[src/rtl/imem_arbiter.sv]
// imem_arbiter: shares the single-port instruction RAM between the CPU fetch port and a program loader.
// Optional feature: define IMEM_BOOT_EN to hold the CPU in BOOT until the loader pulses ld_done.
module imem_arbiter #(
    parameter int ADDR_W     = 8,
    parameter int STARVE_MAX = 4
) (
    input  logic              clk,
    input  logic              reset,
    input  logic              fetch_req,
    input  logic [31:0]       fetch_addr,
    output logic              fetch_gnt,
    output logic              fetch_valid,
    output logic [31:0]       fetch_instr,
    output logic              cpu_hold,
    input  logic              ld_req,
    input  logic [31:0]       ld_addr,
    input  logic [31:0]       ld_wdata,
    output logic              ld_ack,
    input  logic              ld_done,
    output logic              mem_en,
    output logic              mem_we,
    output logic [ADDR_W-1:0] mem_addr,
    output logic [31:0]       mem_wdata,
    input  logic [31:0]       mem_rdata
);

    localparam int                CNT_W    = (STARVE_MAX < 1) ? 1 : $clog2(STARVE_MAX + 1);
    localparam logic [CNT_W-1:0]  STARVE_C = CNT_W'(STARVE_MAX);
    localparam logic [31:0]       NOP      = 32'h0000_0000;

    logic             in_boot;
    logic             ld_gnt;
    logic             fetch_oor;
    logic             ld_oor;
    logic [CNT_W-1:0] starve_cnt;
    logic             vld_p1;
    logic             ram_p1;
    logic [31:0]      instr_p1;

    function automatic logic [CNT_W-1:0] sat_inc(input logic [CNT_W-1:0] v);
        return (v == STARVE_C) ? v : v + CNT_W'(1);
    endfunction

    // Any address bit above the RAM window marks the access as out of range.
    assign fetch_oor = |fetch_addr[31:ADDR_W+2];
    assign ld_oor    = |ld_addr[31:ADDR_W+2];

`ifdef IMEM_BOOT_EN
    typedef enum logic {BOOT, RUN} state_t;

    state_t state;
    state_t state_next;
    logic   unused_addr_lsb;

    assign unused_addr_lsb = ^{fetch_addr[1:0], ld_addr[1:0]};

    always_ff @(posedge clk or posedge reset) begin
        if (reset) begin
            state <= BOOT;
        end else begin
            state <= state_next;
        end
    end

    // A write presented alongside ld_done is still granted in BOOT.
    always_comb begin
        state_next = state;
        if (state == BOOT && ld_done) begin
            state_next = RUN;
        end
    end

    always_comb begin
        in_boot = (state == BOOT);
    end

    always_ff @(posedge clk or posedge reset) begin
        if (reset) begin
            cpu_hold <= 1'b1;
        end else begin
            cpu_hold <= (state_next == BOOT);
        end
    end
`else
    logic unused_boot_in;

    assign unused_boot_in = ^{fetch_addr[1:0], ld_addr[1:0], ld_done};
    assign in_boot        = 1'b0;
    assign cpu_hold       = 1'b0;
`endif

    // Stage p0: arbitration and RAM request, fetch first unless the loader has waited STARVE_MAX grants.
    always_comb begin
        fetch_gnt = 1'b0;
        mem_en    = 1'b0;
        mem_we    = 1'b0;
        mem_addr  = '0;
        mem_wdata = '0;
        if (!in_boot && fetch_req && !(ld_req && starve_cnt == STARVE_C)) begin
            fetch_gnt = 1'b1;
        end
        ld_gnt = ld_req && !fetch_gnt;
        if (fetch_gnt) begin
            mem_en   = !fetch_oor;
            mem_addr = fetch_addr[ADDR_W+1:2];
        end else if (ld_gnt) begin
            mem_en    = !ld_oor;
            mem_we    = !ld_oor;
            mem_addr  = ld_addr[ADDR_W+1:2];
            mem_wdata = ld_wdata;
        end
    end

    assign ld_ack = ld_gnt;

    always_ff @(posedge clk or posedge reset) begin
        if (reset) begin
            starve_cnt <= '0;
        end else if (!ld_req || ld_gnt) begin
            starve_cnt <= '0;
        end else if (fetch_gnt) begin
            starve_cnt <= sat_inc(starve_cnt);
        end
    end

    // Stage p1: RAM data returns; out-of-range grants yield a nop, idle cycles hold the last word.
    always_ff @(posedge clk or posedge reset) begin
        if (reset) begin
            vld_p1   <= 1'b0;
            ram_p1   <= 1'b0;
            instr_p1 <= NOP;
        end else begin
            vld_p1   <= fetch_gnt;
            ram_p1   <= fetch_gnt && !fetch_oor;
            instr_p1 <= fetch_instr;
        end
    end

    assign fetch_valid = vld_p1;
    assign fetch_instr = ram_p1 ? mem_rdata : (vld_p1 ? NOP : instr_p1);

endmodule

[config.mk]
export PLATFORM = sky130hd
export DESIGN_NAME = imem_arbiter
export DESIGN_NICKNAME = d
export VERILOG_FILES = /design/src/rtl/imem_arbiter.sv
export SDC_FILE = /design/constraint.sdc
export NUM_CORES = 1
export LEC_CHECK = 0
export BUFFER_PORTS_ARGS = -buffer_cell sky130_fd_sc_hd__clkbuf_2
export CAP_MARGIN = 20
export CORE_AREA = 2 2 81 83
export CTS_BUF_LIST = sky130_fd_sc_hd__clkbuf_16
export DETAILED_ROUTE_END_ITERATION = 6
export DIE_AREA = 0 0 83 85
export MAX_ROUTING_LAYER = met4
export PLACE_DENSITY = 0.71
export SYNTH_ARGS = -nofsm -noshare
export SYNTH_HDL_FRONTEND = slang
export SYNTH_SLANG_ARGS = --single-unit
[constraint.sdc]
create_clock -name clk -period 1.98 [get_ports clk]
set_input_delay 0.198 -clock clk [delete_from_list [all_inputs] [get_ports clk]]
set_output_delay 0.198 -clock clk [all_outputs]
set_load 0.01 [all_outputs]
==> flow_summary.yaml, run 1 <==
power:
  power_frac_seq: 0.426
  vdd_drop_max_mv: 0.4379
  total_power_mw: 1.791
  p_switching_mw: 0.3960
  p_int_mw: 1.395
  power_frac_comb: 0.178
  p_per_area_mw_per_mm2: 563.4
  p_leak_nw: 1.884
  p_sw_frac: 0.2211
  pwr-share-clk: 0.396
global_routing:
  gr-max-usage-layer: "met2"
  antenna_found_initial: 0
  met2_usage: 0.2522
  grt_pass1_wl_um: 8280
  grt_use_met1: 0.1781
  grtUsageTotal: 0.1502
  use_met3: 0.03891
  grt_pass1_vias: 1751
  grt_overflow: 0
  grt_max_degree: 42
floorplan:
  fp.dieW_um: 83
  io_pins: 211
  core_mm2: 0.006205
  die_height_um: 85
  initial_utilization: 0.2837
  die_area_mm2: 0.007055
  rows: 29
finish:
  area_growth_syn_to_layout_pct: 80.60
  post-route-util: 0.5124
  instances_no_fill: 445
  final_net_count: 502
  drive_gt1_frac: 0.6386
  antenna_cells: 0
  nFillCells: 586
setup_path:
  crit_buf_inv: 4
  critical_path.startpoint_type: "flip-flop"
  cp_data_required_time_ps: 1780
  crit_type: "flip-flop to primary output"
  crit_family: "buffers and inverters"
  path_cells: "inv_2 > ha_4 > nand2_4 > a21boi_4 > buf_12 > clkbuf_16 > a22o_1 > clkbuf_2"
  path_max_fanout: 10
  max_stage_delay_ps: 400
  crit_path_top_delay_cell: "dfrtp_1"
  arrival_ps: 1700
  critPathCaptureType: "primary output"
yosys:
  yosysUniqueCellTypes: 22
  synth_cells: 157
  synth_compound_area_frac: 0.2047
  synth_nets: 292
  synth_top_family_by_area: "simple AND/OR/NAND/NOR gates"
  synth-seq-cells: 37
  yosys.area_share.simple: 0.2068
  yosys_warnings: 0
  synth_mux_area_frac: 0
  synth_xor_area_frac: 0.004975
  ys_seq_area_frac: 0.5259
  synthAdderAreaFrac: 0.01421
  syn_avg_cell_area_um2: 11.21
  syn_area_mm2: 0.001760
outcome:
  status: "complete, but fails checks"
  violations: "hold timing"
sta:
  fin_crit_sh: 0.9599
  finalHoldViolCount: 1
  finalCriticalPeriod_ps: 1901
  fmax_mhz: 526.1
  holdWs_ps: -0.02071
  setup-violations-final: 0
  slew_violations: 0
  clock_skew_ps: 3.864
placement:
  dp.cells: 430
  gp_congestion: 0.8398
  hpwl_um: 4690
  portBuffers: 204
detailed_routing:
  vias_per_cell: 4.479
  num_vias: 1993
  routedWlPerCell_um: 13.44
  ant_nets: 0
  drt-initial-drc-count: 69
  drc: 0
  routed_wirelength_um: 5983
  firstDrtPassIters: 4
clock_network:
  clock-sinks: 37
  clk_pin_slew_ps: 50
  worst_skew_pair.late_latency_ps: 270
  clockBufferDepth: 2
  cts_tree: "done"
  cts_buffers: 5
  htree_levels: 2
  cts_root_buf: "clkbuf_16"
  postCtsHoldBufs: 0
run:
  drv_cap: 0
min_path:
  min_path_type: "input pin to asynchronous set/reset pin"
-- per-layer routing --
| metal | part of all wire | vias to the layer above | routed length, um |
|---|---|---|---|
| met2 | 0.51 | 124 | 3022 |
| met3 | 0.089 | 4 | 530 |
| met4 | 0.0079 | 0 | 47 |
| met1 | 0.40 | 875 | 2383 |
| met5 | 0 | - | 0 |
| li1 | - | 990 | - |
-- Yosys cell counts (all sizes together) --
master / number / area, um^2
buf: 5 / 27.53
inv: 4 / 15.01
and3: 3 / 18.77
or4: 2 / 22.52
and2: 32 / 200.2
nand2b: 1 / 6.260
a22o: 39 / 341.6
xnor2: 1 / 8.760
conb: 1 / 3.750
a21boi: 1 / 7.510
nor4: 8 / 50.05
o21ai: 1 / 5.000
ha: 2 / 25.02
clkbuf: 8 / 30.03
a31oi: 1 / 6.260
or2: 1 / 6.260
nand2: 3 / 11.26
nor2: 3 / 11.26
dfrtp: 37 / 925.9
nor3: 2 / 20.02
and4: 2 / 17.52
-- metrics by stage --
stage | hold WS [ps] | setup WS [ps] | area, um^2 | setup TNS (ps)
after floorplan | 329.7 | 482.3 | 1760 | 0
after global placement | 298.0 | 392.0 | 2877 | 0
after detailed placement | 298.5 | 294.3 | 2877 | 0
after CTS | 14.59 | 57.23 | 3022 | 0
after global routing | 60.52 | -4.774 | 3179 | -4.774
final | -0.02071 | 79.36 | 3179 | 0
-- power by group through the flow --
| stage | Clock (mW) | Sequential [mW] | Combinational (mW) |
|---|---|---|---|
| 3_5_place_dp | 0 | 0.776 | 0.283 |
| 2_1_floorplan | 0 | 0.775 | 0.0998 |
| 3_3_place_gp | 0 | 0.775 | 0.278 |
| 4_1_cts | 0.731 | 0.763 | 0.285 |
| 5_1_grt | 0.778 | 0.763 | 0.348 |
| 6_report | 0.709 | 0.763 | 0.318 |
-- sequential cells by signal (all words and copies together), names as in the netlist --
register and flops:
instr_p1 32, starve_cnt 3, fetch_valid 1, ram_p1 1
-- worst reg2reg max path: cells and delay by family, from the launching register on --
| family | cells | cell delay (ps) |
|---|---|---|
| buffers and inverters | 2 | 280 |
| flip-flops | 1 | 380 |
| adder cells (fa/ha/maj) | 1 | 170 |
| AO/OA/AOI/OAI | 1 | 240 |
| AND/OR/NAND/NOR | 2 | 180 |
-- worst paths after layout --
path,cells after the start,from,to,slack (ps)
hold / removal,3,reset,instr_p1[12],-0.02
min in group clk,2,mem_rdata[29],instr_p1[29],180
hold reg to reg,1,instr_p1[6],instr_p1[6],490
max in group asynchronous,3,reset,instr_p1[2],1670
setup / recovery,8,starve_cnt[0],mem_addr[3],80
setup reg to reg,6,starve_cnt[0],starve_cnt[2],660
-- cell type report --
class | count | area [um^2] | share of cell area
flip-flops and latches | 37 | 925.9 | 0.2912
well taps | 77 | 96.34 | 0.03030
repair buffers | 216 | 1196 | 0.3762
clock inverters | 3 | 13.76 | 0.004329
clock buffers | 5 | 125.1 | 0.03935
multi-input cells | 103 | 807.0 | 0.2538
inverters | 4 | 15.01 | 0.004723
-- cells by family after synthesis --
group                      Yosys count
AOI/OAI and AO/OA                   42
xor gates and xnor gates             1
adders and majority gates            2
buffers and inverters               17
DFF                                 37
other                                1
and+or+nand+nor                     57
-- placed cells by master, fill, tap and decap left out --
cell / Yosys / routed
clkbuf_2: 0 / 203
a22o_1: 39 / 39
dfrtp_1: 37 / 37
and2_1: 32 / 32
nor4_1: 8 / 8
clkbuf_16: 0 / 8
buf_4: 1 / 5
inv_1: 4 / 3
inv_2: 0 / 2
nand2_1: 3 / 2
and4_1: 2 / 2
or4_4: 2 / 2
nor3_2: 2 / 2
and3_1: 3 / 2
nor2_1: 3 / 2
clkinv_2: 0 / 2
buf_6: 0 / 2
buf_12: 0 / 2
nand2_4: 0 / 1
a21boi_4: 0 / 1
nand2b_1: 1 / 1
o21ai_1: 1 / 1
nor2_2: 0 / 1
a31oi_2: 0 / 1
and3_4: 0 / 1
or2_1: 1 / 1
xnor2_1: 1 / 1
ha_4: 0 / 1
ha_1: 2 / 1
conb_1: 1 / 1
buf_2: 4 / 1
-- timing repair --
action / in CTS / in global routing
setup buffers: 0 / 2
resized for setup: 1 / 9
pin swaps: 0 / 4
cloned: 0 / 5
endpoints found under the setup margin: 1 / 40
(Power assumes the default switching activity.)
==> run 2: changes to the inputs <==
clock period = 1.8 ns   (was 1.98 ns; I/O delays follow)
==> run 2 against run 1 <==
Against the previous run: the flow finishes with violations (setup timing); routed wire length about the same; worst hold slack better by 160 ps; total power up 12%; utilization up 1.4 points; clock skew about the same; global-route usage up 2.0 points; sequential cell count unchanged; clock power up 12%; combinational power up 17%; largest cell class unchanged; largest power group unchanged.
==> flow_summary.yaml, run 2 (synthesis gave the netlist of run 1 again) <==
min_path:
  min_to: "instr_p1[30]"
  min_path_type: "input pin to flip-flop"
  hold_depth: 3
  hold_start: "mem_rdata[30]"
clock_network:
  cts_buffers: 5
  htree_levels: 2
  cts_tree: "done"
  worst_skew_pair.late_latency_ps: 270
  clockBufferDepth: 2
  clk_pin_slew_ps: 50
  cts_root_buf: "clkbuf_16"
  clock-sinks: 37
finish:
  mostFrequentLayoutCell: "clkbuf_2"
  top_regs: "instr_p1 x32, starve_cnt x3"
  largest-register: "instr_p1"
  nFillCells: 559
  area_growth_syn_to_layout_pct: 85.43
  antenna_cells: 0
  drive_gt1_frac: 0.6522
  largest_reg_flops: 32
  final_net_count: 502
  mostFrequentLayoutCells: "clkbuf_2, a22o_1, dfrtp_1"
sta:
  fin_crit_sh: 1.022
  rsz0062_at_grt: "yes"
  fmax_mhz: 543.4
  setup-violations-final: 33
  clock_skew_ps: 3.524
  setup_ws_ps: -40.27
  finalCriticalPeriod_ps: 1840
  slew_violations: 0
  finalHoldViolCount: 0
detailed_routing:
  ant_nets: 0
  drc: 0
  routedWlPerCell_um: 13.45
  num_vias: 1967
  routed_wirelength_um: 5985
  firstDrtPassIters: 4
  vias_per_cell: 4.420
  drt-initial-drc-count: 77
setup_path:
  worstReg2RegStart: "starve_cnt[0]"
  critPathCaptureType: "primary output"
  path_max_fanout: 10
  crit_type: "flip-flop to primary output"
  arrival_ps: 1660
  cp_data_required_time_ps: 1620
  path_cells: "inv_2 > ha_4 > nand2_4 > a21boi_4 > buf_4 > buf_16 > a22o_1 > clkbuf_2"
  crit_path_top_delay_cell: "dfrtp_1"
  reg2reg_slack_ps: 540
  rr_worst_depth: 6
  r2r-end: "starve_cnt[0]"
  max_stage_delay_ps: 400
  critical_path.startpoint_type: "flip-flop"
power:
  total_power_mw: 2.008
  p_sw_frac: 0.2264
  pwr-share-clk: 0.397
  p_switching_mw: 0.4547
  power_frac_seq: 0.418
  p_int_mw: 1.554
  p_leak_nw: 1.926
  vdd_drop_max_mv: 0.5067
  p_per_area_mw_per_mm2: 615.2
  power_frac_comb: 0.185
floorplan:
  io_pins: 211
  rows: 29
  die_height_um: 85
  initial_utilization: 0.2837
  fp.dieW_um: 83
  die_area_mm2: 0.007055
  core_mm2: 0.006205
global_routing:
  grt_pass1_vias: 1870
  grtUsageTotal: 0.1698
  grt_overflow: 0
  grt_max_degree: 38
  antenna_found_initial: 0
  grt_pass1_wl_um: 9183
outcome:
  violations: "setup timing"
  status: "complete, but fails checks"
placement:
  gp_congestion: 0.8321
  portBuffers: 204
  hpwl_um: 4598
  dp_slack_ps: 178.7
run:
  drv_cap: 0
-- run 2: critical path, delay by kind of cell (launching register included) --
family          cells  cell delay [ps]
compound gates      2              300
flops               1              400
buf+inv             4              490
simple gates        1               50
fa+ha+maj           1              150
-- run 2: how the worst max path moves through the flow --
stage / from / to / slack [ps] / cells past startpoint
2_1_floorplan: starve_cnt[0] / mem_addr[0] / 320 / 6
3_3_place_gp: starve_cnt[0] / mem_addr[6] / 260 / 6
3_5_place_dp: starve_cnt[0] / mem_addr[6] / 180 / 6
4_1_cts: starve_cnt[0] / mem_addr[6] / -50 / 8
5_1_grt: starve_cnt[1] / mem_addr[5] / -170 / 8
6_report: starve_cnt[0] / mem_addr[3] / -40 / 8
-- run 2: power groups by stage --
stage               Clock, mW  Sequential [mW]  Combinational, mW
CTS                     0.820            0.839              0.368
global route            0.875            0.839              0.410
detailed placement          0            0.853              0.314
floorplan                   0            0.853              0.110
global placement            0            0.853              0.310
finish                  0.796            0.839              0.373
-- run 2: area by class of cell --
class / instances / area [um^2] / area share
timing repair buffer: 216 / 1260 / 0.3860
inverter: 4 / 15.01 / 0.004599
clock inverter: 3 / 13.76 / 0.004216
tap: 77 / 96.34 / 0.02951
multi-input combinational: 103 / 828.3 / 0.2537
clock buffer: 5 / 125.1 / 0.03833
sequential: 37 / 925.9 / 0.2836
-- run 2: metrics by stage --
step	std cells	area (um^2)	util	setup TNS [ps]	hold WS, ps
5_1_grt	445	3264	0.5261	-5502	170.8
4_1_cts	445	3221	0.5191	-1480	156.5
3_5_place_dp	430	2889	0.4656	0	282.5
6_report	445	3264	0.5261	-973.7	159.3
2_1_floorplan	157	1760	-	0	311.7
3_3_place_gp	430	2889	0.4656	0	280.0
-- run 2: repair_timing --
| item | CTS | global route |
|---|---|---|
| endpoints found under the setup margin | 41 | 43 |
| hold endpoints to repair | 11 | 0 |
| setup buffers | 2 | 0 |
| hold buffers | 1 | 0 |
| cloned | 4 | 0 |
| pin swaps | 6 | 7 |
| resized for setup | 18 | 41 |
-- run 2: layer usage --
layer | share of wire | vias up | track usage | wire (um)
met5 | 0 | - | - | 0
met1 | 0.41 | 849 | 0.2063 | 2449
li1 | - | 996 | - | -
met2 | 0.49 | 116 | 0.2845 | 2948
met3 | 0.085 | 6 | 0.03599 | 511
met4 | 0.013 | 0 | 0.05365 | 76
